## config.mk

```make
export PLATFORM = sky130hd
export DESIGN_NAME = alu_op_sequencer
export DESIGN_NICKNAME = d
export VERILOG_FILES = /design/src/rtl/alu_op_sequencer.sv
export SDC_FILE = /design/constraint.sdc
export NUM_CORES = 1
export LEC_CHECK = 0
export CELL_PAD_IN_SITES_DETAIL_PLACEMENT = 1
export CELL_PAD_IN_SITES_GLOBAL_PLACEMENT = 1
export CORE_UTILIZATION = 32
export CTS_CLUSTER_DIAMETER = 80
export DETAILED_ROUTE_END_ITERATION = 10
export PLACE_DENSITY = 0.79
export SLEW_MARGIN = 20
export SYNTH_ARGS = -nofsm -noshare
export SYNTH_HDL_FRONTEND = slang
export SYNTH_SLANG_ARGS = --single-unit
```

## constraint.sdc

```tcl
create_clock -name clk -period 4.2 [get_ports clk]
set_input_delay 1.26 -clock clk [delete_from_list [all_inputs] [get_ports clk]]
set_output_delay 1.26 -clock clk [all_outputs]
set_load 0.03 [all_outputs]
```

## src/rtl/alu_op_sequencer.sv

```systemverilog
// alu_op_sequencer
//
// Moore control FSM for register-to-register ALU instructions: Ri <= Ri op Rj,
// or Ri <= Ri op P0 when the mode bit of parameter2 is set. It sits between the
// fetch/decode FSM and the register-file / ALU datapath. It sequences the bus
// enables as follows:
//   LOAD_A -> LOAD_B -> EXEC (ALU_LAT cycles) -> WRITE -> DONE.
// An out-of-range register index skips straight to DONE with err set, and no
// enables are asserted in that case.
//
// Ports
//   clk          rising-edge clock
//   rst          asynchronous active-high reset
//   start        request to run one instruction (sampled in IDLE only)
//   done_fetch   fetch stage finished, parameters stable
//   parameter1   [IDX_W-1:0] = i, first source and destination
//   parameter2   [IDX_W-1:0] = j, second source; [PARAM_W-1] selects P0
//   op_in        ALU opcode, latched with the parameters
//   reg_in_en    one-hot register load-from-bus enable
//   reg_out_en   one-hot register drive-bus enable
//   p0_out_en    P0 drives bus
//   alu_in1_en   ALU operand-1 latch enable
//   alu_in2_en   ALU operand-2 latch enable
//   alu_reg_en   ALU result register enable
//   alu_out_en   ALU result drives bus
//   alu_op       latched opcode
//   busy         high in every state except IDLE
//   done         one-cycle completion pulse
//   err          qualified by done: instruction aborted, nothing written

module alu_op_sequencer #(
  parameter int unsigned NUM_REGS = 4,
  parameter int unsigned IDX_W    = 2,
  parameter int unsigned PARAM_W  = 6,
  parameter int unsigned OP_W     = 4,
  parameter int unsigned ALU_LAT  = 1
) (
  input  logic                clk,
  input  logic                rst,
  input  logic                start,
  input  logic                done_fetch,
  input  logic [PARAM_W-1:0]  parameter1,
  input  logic [PARAM_W-1:0]  parameter2,
  input  logic [OP_W-1:0]     op_in,
  output logic [NUM_REGS-1:0] reg_in_en,
  output logic [NUM_REGS-1:0] reg_out_en,
  output logic                p0_out_en,
  output logic                alu_in1_en,
  output logic                alu_in2_en,
  output logic                alu_reg_en,
  output logic                alu_out_en,
  output logic [OP_W-1:0]     alu_op,
  output logic                busy,
  output logic                done,
  output logic                err
);

  typedef enum logic [2:0] {
    StIdle,
    StWaitFetch,
    StLoadA,
    StLoadB,
    StExec,
    StWrite,
    StDone
  } state_t;

  // EXEC runs while the counter counts down to zero, so it is loaded with ALU_LAT-1.
  localparam logic [3:0]     LatInit   = 4'(ALU_LAT - 1);
  localparam int unsigned    NumRegsI  = NUM_REGS;
  localparam logic [IDX_W:0] NumRegsW  = NumRegsI[IDX_W:0];

  state_t            state_q, state_d;
  logic [IDX_W-1:0]  i_q, j_q;
  logic              mode_q;
  logic              err_q;
  logic [OP_W-1:0]   op_q;
  logic [3:0]        cnt_q;

  logic [IDX_W-1:0]  i_in, j_in;
  logic              mode_in;
  logic              range_bad;
  logic              accept;
  logic [NUM_REGS-1:0] i_hot, j_hot;

  assign i_in    = parameter1[IDX_W-1:0];
  assign j_in    = parameter2[IDX_W-1:0];
  assign mode_in = parameter2[PARAM_W-1];

  // Index bits above IDX_W carry no meaning (apart from the mode bit).
  if (PARAM_W > IDX_W + 1) begin : g_unused_hi
    logic unused_hi;
    assign unused_hi = ^{parameter1[PARAM_W-1:IDX_W], parameter2[PARAM_W-2:IDX_W]};
  end else begin : g_unused_p1
    logic unused_hi;
    assign unused_hi = ^parameter1[PARAM_W-1:IDX_W];
  end

  // Only reachable when NUM_REGS is not a power of two; j is irrelevant in P0 mode.
  assign range_bad = ({1'b0, i_in} >= NumRegsW) ||
                     (!mode_in && ({1'b0, j_in} >= NumRegsW));

  assign accept = (state_q == StIdle) && start;

  always_comb begin
    i_hot = '0;
    j_hot = '0;
    for (int k = 0; k < NUM_REGS; k++) begin
      i_hot[k] = (i_q == k[IDX_W-1:0]);
      j_hot[k] = (j_q == k[IDX_W-1:0]);
    end
  end

  // State register
  always_ff @(posedge clk or posedge rst) begin
    if (rst) begin
      state_q <= StIdle;
    end else begin
      state_q <= state_d;
    end
  end

  // Next-state logic
  always_comb begin
    state_d = state_q;
    unique case (state_q)
      StIdle: begin
        if (start) begin
          if (done_fetch) begin
            state_d = range_bad ? StDone : StLoadA;
          end else begin
            state_d = StWaitFetch;
          end
        end
      end
      StWaitFetch: begin
        if (done_fetch) begin
          state_d = err_q ? StDone : StLoadA;
        end
      end
      StLoadA: state_d = StLoadB;
      StLoadB: state_d = StExec;
      StExec: begin
        if (cnt_q == '0) begin
          state_d = StWrite;
        end
      end
      StWrite: state_d = StDone;
      StDone:  state_d = StIdle;
      default: state_d = StIdle;
    endcase
  end

  // Instruction fields are captured once, on acceptance, and held until the next one.
  always_ff @(posedge clk or posedge rst) begin
    if (rst) begin
      i_q    <= '0;
      j_q    <= '0;
      mode_q <= 1'b0;
      err_q  <= 1'b0;
      op_q   <= '0;
    end else if (accept) begin
      i_q    <= i_in;
      j_q    <= j_in;
      mode_q <= mode_in;
      err_q  <= range_bad;
      op_q   <= op_in;
    end
  end

  // ALU latency counter
  always_ff @(posedge clk or posedge rst) begin
    if (rst) begin
      cnt_q <= '0;
    end else if (state_q == StLoadB) begin
      cnt_q <= LatInit;
    end else if ((state_q == StExec) && (cnt_q != '0)) begin
      cnt_q <= cnt_q - 4'd1;
    end
  end

  // Moore outputs
  always_comb begin
    reg_in_en  = '0;
    reg_out_en = '0;
    p0_out_en  = 1'b0;
    alu_in1_en = 1'b0;
    alu_in2_en = 1'b0;
    alu_reg_en = 1'b0;
    alu_out_en = 1'b0;
    done       = 1'b0;
    err        = 1'b0;
    busy       = (state_q != StIdle);
    unique case (state_q)
      StLoadA: begin
        reg_out_en = i_hot;
        alu_in1_en = 1'b1;
      end
      StLoadB: begin
        if (mode_q) begin
          p0_out_en = 1'b1;
        end else begin
          reg_out_en = j_hot;
        end
        alu_in2_en = 1'b1;
      end
      StExec: begin
        alu_reg_en = 1'b1;
      end
      StWrite: begin
        alu_out_en = 1'b1;
        reg_in_en  = i_hot;
      end
      StDone: begin
        done = 1'b1;
        err  = err_q;
      end
      default: begin
      end
    endcase
  end

  assign alu_op = op_q;

endmodule

```

=== Word level (Yosys, flattened, before mapping) ===
Cells that the tools add are included.

* Input port bits: 20
* Register bits: 16

* Equality and inequality tests: 15
* Multiplexer cells: 17
* Add/subtract/negate cells: 1
* Reduce and logical (&&, ||, !) cells: 10

{| class="wikitable"
|+ Operators with widths
! kind !! count
|-
| $pmux 3 s6 || 1
|-
| $mux 4 || 4
|-
| $eq 3x3->1 const B || 3
|-
| $mux 3 || 3
|-
| $eq 2x2->1 const B || 4
|-
| $pmux 4 s2 || 1
|-
| $mux 1 || 7
|-
| $eq 3x2->1 const B || 2
|-
| $ne 2x2->1 const B || 3
|-
| $eq 2x1->1 const B || 2
|-
| $logic_not 2->1 || 2
|-
| $logic_not 4->1 || 1
|-
| $reduce_bool 4->1 || 1
|-
| $sub 4x1->4 const B || 1
|-
| $eq 3x1->1 const B || 1
|-
| $logic_not 3->1 || 1
|-
| $reduce_and 3->1 || 1
|-
| $reduce_bool 3->1 || 1
|-
| $logic_and 1x1->1 || 2
|-
| $mux 2 || 1
|-
| $reduce_bool 2->1 || 1
|}

=== Longest topological paths before layout ===
Gate-level depths: netlist (run 1).

* Depth after elaboration: 4
* Mapped depth: 6
* Gate-level depth less buffers: 5

=== Worst setup path after synthesis (run 1) ===
No wires, ideal clock.

* Kind: flip-flop to output port
* From: register state_q[0]
* To: output reg_out_en[0]
* Cell stages (with the launch flop): 5
* Data arrival time: 1.585 ns
* Required time: 2.940 ns
* Setup slack: 1.355 ns
* Cells stage by stage: dfrtp_1 > buf_6 > and2b_1 > nand2b_1 > o32ai_1

* Word-level cells in the longest chain between the ends: 2
* Elaborated cells between the ends (all ways): 3
* Those cells by class: eq/ne: 2; mux: 1

{| class="wikitable"
|+ RTL lines
! item !! line !! text
|-
| start, declared || 73 || <nowiki>state_t state_q, state_d;</nowiki>
|-
| start signal, assigned || 117 || <nowiki>state_q <= StIdle;</nowiki>
|-
| start signal, assigned || 119 || <nowiki>state_q <= state_d;</nowiki>
|-
| $eq 3x2->1 || 194 || <nowiki>unique case (state_q)</nowiki>
|-
| $pmux 4 s2 * || 194 ||
|-
| end, declared || 46 || <nowiki>output logic [NUM_REGS-1:0] reg_out_en,</nowiki>
|}

Mark *: on every way between the ends. The rest lies on a longest branch, timed or not.

=== Worst setup path after layout (run 1) ===
* From: register state_q[1]
* To: output reg_out_en[0]

Same word-level chain as after synthesis.

==> impl_metrics.py, run 1 <==
metrics = {
    "status": {
        "outcome": "completed",
    },
    "synth": {
        "yosysSeqAreaShare_pct": 44.9,
        "netlist_area_sq_um": 892,
        "async_reset_ff_share_pct": 100,
        "synth.distinct_cells": 32,
        "synth_top_area_share_pct": 44.9,
        "ys_ff_latch": 16,
        "ys.flop_type": "dfrtp_1",
        "yosysWarnings": 0,
        "synth.mux.area_fraction_pct": 12.6,
        "synth_cells": 91,
        "synth.largest_area_cell": "dfrtp_1",
        "synth_top_family_by_area": "simple AND/OR/NAND/NOR gates",
        "synth_common_cells": "16 x dfrtp_1, 11 x inv_1, 10 x mux2_2",
        "synth_area_per_cell_sq_um": 9.80,
        "synth-adder-area-share_pct": 2.81,
        "synth_most_common_cell": "dfrtp_1",
        "synth-simple-area-share_pct": 18.8,
        "synth_nets": 113,
        "synth.area.top_cells": "dfrtp_1 45%, mux2_2 13%, inv_1 4.6%",
        "synth-xor-area-share_pct": 0,
        "synth-compound-area-share_pct": 12.3,
        "synth-edff-count": 0,
    },
    "timing": {
        "timing.slew.headroom_pct": 59.3,
        "totalNegativeSetupSlack_ns": 0,
        "tightestPinTransition_ns": 0.611,
        "fin_crit_ns": 3.52,
        "max_freq_ghz": 0.284,
        "final.setup_skew_ns": 0.00326,
        "rsz0062_at_grt": "false",
        "post-route-period-util_pct": 83.9,
        "hold_ws_ns": 0.511,
        "setup_slack_ns": 0.676,
        "final_hold_viol_count": 0,
        "setup_violations": 0,
        "drv_slew": 0,
    },
    "power_and_ir_drop": {
        "combPwrFrac_pct": 55.0,
        "vdd.ir_drop.worst_uv": 372,
        "power.switching_uw": 355,
        "clkPwrFrac_pct": 9.9,
        "p_leak_nw": 0.528,
        "p_int_uw": 452,
        "swShare_pct": 44.0,
        "pwr_density_cell_nw_per_um2": 656,
        "pwr-share-seq_pct": 35.1,
    },
    "drt": {
        "via_per_inst": 5.01,
        "detail-route-antenna-nets": 0,
        "wl_per_cell_microns": 14.1,
        "vias": 752,
        "drc_errors": 0,
        "dr.pass1.iters": 4,
        "wl_mm": 2.12,
        "drt-initial-drc-count": 1,
    },
    "setup_path": {
        "crit_chain": "nor4bb_1, nand2b_1, o32ai_1, clkdlybuf4s50_1",
        "crit_fanout": 9,
        "crit_path_top_delay_cell": "clkdlybuf4s50_1",
        "worstPathArrival_ns": 2.26,
        "crit_path_end_kind": "output port",
        "max_stage_delay_ns": 0.72,
        "cp-start-kind": "flop",
        "cp.required_ns": 2.94,
        "r2r_setup_slack_ns": 2.38,
        "critical_path_class": "reg2out",
        "r2r-start": "state_q[2]$_DFFE_PP0P_",
        "startpoint": "state_q[1]$_DFFE_PP0P_",
    },
    "clock_network": {
        "htree_levels": 1,
        "clk_pin_slew_worst_paths_ns": 0.09,
        "cts_setup_buffers": 0,
        "cts_made_buffers": 3,
        "clkLatencyLatePin_ns": 0.28,
        "cts_tree": "yes",
        "cts_hold_buf": 0,
        "clock-sinks": 16,
        "cts_buffer_depth": 2,
        "cts-root-buf": "clkbuf_4",
        "cts_resized": 0,
    },
    "die": {
        "die_area_sq_um": 3000,
        "initial_core_util_pct": 35.1,
        "ioPinCount": 40,
        "rows": 18,
        "die_y_microns": 54.8,
        "die_w_microns": 54.8,
        "fp.coreArea_sq_um": 2540,
    },
    "cells_and_area": {
        "final_cells": 150,
        "area_growth_pct": 38.0,
        "drive_above_1_share_pct": 12.5,
        "fin_area_sq_um": 1230,
        "nets": 144,
        "diodes": 0,
    },
    "global_routing": {
        "antenna_found_initial": 0,
        "grt_max_degree": 17,
        "overflow": 0,
        "grt_pass1_wl_mm": 3.73,
        "grtUsageTotal_pct": 17.7,
        "grt_pass1_vias": 824,
    },
    "flow_run": {
        "maxCapViolCount": 0,
    },
    "hold_path": {
        "hp-start": "alu_op[2]$_DFFE_PP0P_",
        "hold_class": "reg2reg",
    },
    "place": {
        "port_buffers": 31,
        "dp_slack_ns": 0.979,
        "placed_cells": 147,
        "postPlaceCellArea_sq_um": 1210,
        "dp_hpwl_mm": 1.61,
        "gp_congestion": 0.674,
    },
}
[layout by cell type (no fill, tap or decap), types with 2 or more instances in the layout]
master / count
nor3b_1: 2
a21oi_1: 5
nor2_1: 4
o32ai_1: 2
nand2_1: 2
and2_1: 2
clkbuf_4: 3
ha_1: 2
o21ai_0: 6
nor3_1: 2
dfrtp_1: 16
or3_1: 4
clkdlybuf4s50_1: 31
nand3_1: 3
inv_1: 11
nand2b_1: 2
mux2_2: 10
[through the flow]
stage	power, mW	utilization [%]
CTS	0.816	48.4
floorplan	0.573	-
global placement	0.718	47.5
global route	0.865	48.4
finish	0.807	48.4
detailed placement	0.736	47.5
[sequential cells by signal (all words and copies together) (netlist names)]
name and cells:
i_q 2, mode_q 1, cnt_q 4, state_q 3, j_q 2, alu_op 4
[routing by layer]
metal	wire [microns]	share of wire, %	track usage, %
met3	94	4.4	4.17
met5	0	0	0
met2	1080	51	27.5
met4	38	1.8	8.97
met1	912	43	22.6
[power by group through the flow]
stage | clock network (mW) | registers (mW) | logic, mW
after CTS | 0.0828 | 0.283 | 0.450
after floorplan | 0 | 0.295 | 0.278
after global routing | 0.0876 | 0.299 | 0.479
final | 0.0799 | 0.284 | 0.444
after detailed placement | 0 | 0.287 | 0.449
after global placement | 0 | 0.278 | 0.440
[cells by family after synthesis]
kind of cell | after synthesis
and+or+nand+nor | 28
muxes | 10
DFF | 16
adders and majority gates | 2
AOI/OAI and AO/OA | 18
other | 1
buffers and inverters | 16
[worst max-delay path: cells and delay by family, from the launching register on]
kind | cells | cell delay (ns)
AOI/OAI and AO/OA | 1 | 0.15
buffers and inverters | 1 | 0.72
DFF | 1 | 0.49
and+or+nand+nor | 2 | 0.63
[path summary, 6_finish.rpt]
check	endpoint	cells past startpoint
worst max-delay path	reg_out_en[0]	4
worst min-delay path	alu_op[2]$_DFFE_PP0P_	1
worst max register to register	cnt_q[3]$_DFFE_PP0P_	3
worst min register to register	alu_op[2]$_DFFE_PP0P_	1
max in group asynchronous	cnt_q[2]$_DFFE_PP0P_	2
min in group asynchronous	alu_op[1]$_DFFE_PP0P_	2
[area by class of cell]
cell class / count / area (sq um)
Fill cell: 300 / 1310
Multi-Input combinational cell: 59 / 419
Sequential cell: 16 / 400
Timing Repair Buffer: 31 / 310
Inverter: 11 / 41.3
Tap cell: 30 / 37.5
Clock buffer: 3 / 22.5
No activity file was read; power rests on OpenSTA's default activity.
==> run 2, diff against run 1 <==
- CORE_UTILIZATION: 32 -> 29
- PLACE_DENSITY: 0.79 -> 0.73
- clock period: 4.2 -> 3.5 ns (I/O delays scaled with it)
==> run 2 against run 1 <==
The flow now finishes with violations (DRC). Combinational power is 23% higher. Die area is 10% higher. Cell area is 1.7% higher. Register-to-register slack worse by 0.72 ns. Core utilization is 4.1 points lower.
==> impl_metrics.py, run 2 (synthesized netlist as in run 1, its figures left out) <==
metrics = {
    "power_and_ir_drop": {
        "p_total_mw": 1.01,
        "pwr_density_cell_nw_per_um2": 806,
        "p_leak_nw": 0.536,
        "vdd.ir_drop.worst_uv": 413,
    },
    "timing": {
        "final.setup_skew_ns": 0.00327,
        "max_freq_ghz": 0.304,
        "totalNegativeSetupSlack_ns": 0,
        "hold_ws_ns": 0.514,
        "setup_violations": 0,
        "post-route-period-util_pct": 94.1,
        "setup_slack_ns": 0.206,
        "drv_slew": 0,
        "tightestPinTransition_ns": 0.611,
        "fin_crit_ns": 3.29,
        "timing.slew.headroom_pct": 59.2,
        "rsz0062_at_grt": "false",
        "final_hold_viol_count": 0,
    },
    "hold_path": {
        "min_path_cells": 1,
        "whs_endpoint": "alu_op[0]$_DFFE_PP0P_",
        "hold_class": "reg2reg",
        "hp-start": "alu_op[0]$_DFFE_PP0P_",
    },
    "setup_path": {
        "cp.required_ns": 2.45,
        "crit_fanout": 9,
        "crit_path_end_kind": "output port",
        "startpoint": "state_q[1]$_DFFE_PP0P_",
        "r2r_setup_slack_ns": 1.66,
        "worstPathArrival_ns": 2.24,
        "rr_worst_depth": 3,
        "critical_path_class": "reg2out",
        "r2r-start": "state_q[2]$_DFFE_PP0P_",
        "timing.rr.end": "cnt_q[3]$_DFFE_PP0P_",
        "cp-start-kind": "flop",
    },
    "drt": {
        "detail-route-antenna-nets": 0,
        "dr.pass1.iters": 7,
        "drc_errors": 1,
        "wl_per_cell_microns": 15.5,
        "drt-initial-drc-count": 17,
        "vias": 771,
        "via_per_inst": 5.07,
        "wl_mm": 2.35,
    },
    "status": {
        "violations": "DRC",
        "outcome": "complete, but fails checks",
    },
    "cells_and_area": {
        "area_growth_pct": 40.4,
        "drive_above_1_share_pct": 14.0,
        "fin_area_sq_um": 1250,
        "layout_common_cells": "31 x clkdlybuf4s50_1, 16 x dfrtp_1, 11 x inv_1, 10 x mux2_2, 6 x o21ai_0",
        "fin_util_pct": 44.3,
        "nets": 144,
        "final_common_cell": "clkdlybuf4s50_1",
        "final_cells": 152,
        "diodes": 0,
    },
    "clock_network": {
        "clk_pin_slew_worst_paths_ns": 0.09,
        "clkLatencyLatePin_ns": 0.28,
        "clock-sinks": 16,
        "cts-root-buf": "clkbuf_4",
        "cts_tree": "yes",
        "htree_levels": 1,
        "cts_made_buffers": 3,
        "cts_hold_buf": 0,
        "cts_buffer_depth": 2,
    },
    "global_routing": {
        "grt_max_degree": 17,
        "grtUsageTotal_pct": 15.4,
        "overflow": 0,
        "antenna_found_initial": 0,
        "grt_pass1_vias": 766,
        "grt_pass1_wl_mm": 3.82,
    },
    "place": {
        "gp_congestion": 0.708,
        "dp_slack_ns": 0.428,
        "placed_cells": 148,
        "port_buffers": 31,
        "postPlaceCellArea_sq_um": 1210,
        "dp_hpwl_mm": 1.71,
    },
    "die": {
        "rows": 19,
        "die_w_microns": 57.5,
        "initial_core_util_pct": 31.5,
        "fp.coreArea_sq_um": 2830,
        "ioPinCount": 40,
        "die_y_microns": 57.5,
        "die_area_sq_um": 3300,
    },
    "flow_run": {
        "maxCapViolCount": 0,
    },
}
-- run 2: cell types whose count changed in the layout (fill, tap and decap cells not counted) --
cell      change
clkbuf_8      +1
nor4bb_1      -1
nor4bb_2      +1
-- run 2: final cells by class --
cell class	count	area (sq um)
inverter	11	41.3
sequential	16	400
fill	318	1580
multi-input combinational	59	425
tap	31	38.8
clock buffer	4	36.3
timing repair buffer	31	310
-- run 2: routing by layer --
metal	global-route usage [%]	vias to the layer above	share of wire [%]
met5	0	-	0
met4	6.27	0	1.7
met3	1.59	4	2.8
met2	25.2	15	51
met1	20.6	378	44
li1	-	374	-
-- run 2: worst max-delay path by stage --
stage	slack [ns]	endpoint	cells past startpoint
final	0.21	reg_out_en[0]	4
after global routing	0.07	reg_out_en[0]	4
after CTS	0.11	reg_out_en[0]	4
after detailed placement	0.43	reg_out_en[0]	4
after global placement	0.52	reg_out_en[2]	4
after floorplan	0.86	reg_out_en[0]	4
-- run 2: critical path, cell delays in order (launching register included) --
cell             delay, ns
dfrtp_1               0.49
nor4bb_2              0.44
nand2b_1              0.14
o32ai_1               0.16
clkdlybuf4s50_1       0.74
-- run 2: repair_timing --
item                                    CTS  global route
gates resized for setup                   0             1
endpoints found under the setup margin    0             2
buffers inserted                          0             0
-- run 2: power by group --
group	switching (mW)	total (mW)	internal [mW]
registers	0.0863	0.341	0.255
logic	0.296	0.547	0.251
clock network	0.0580	0.121	0.0632
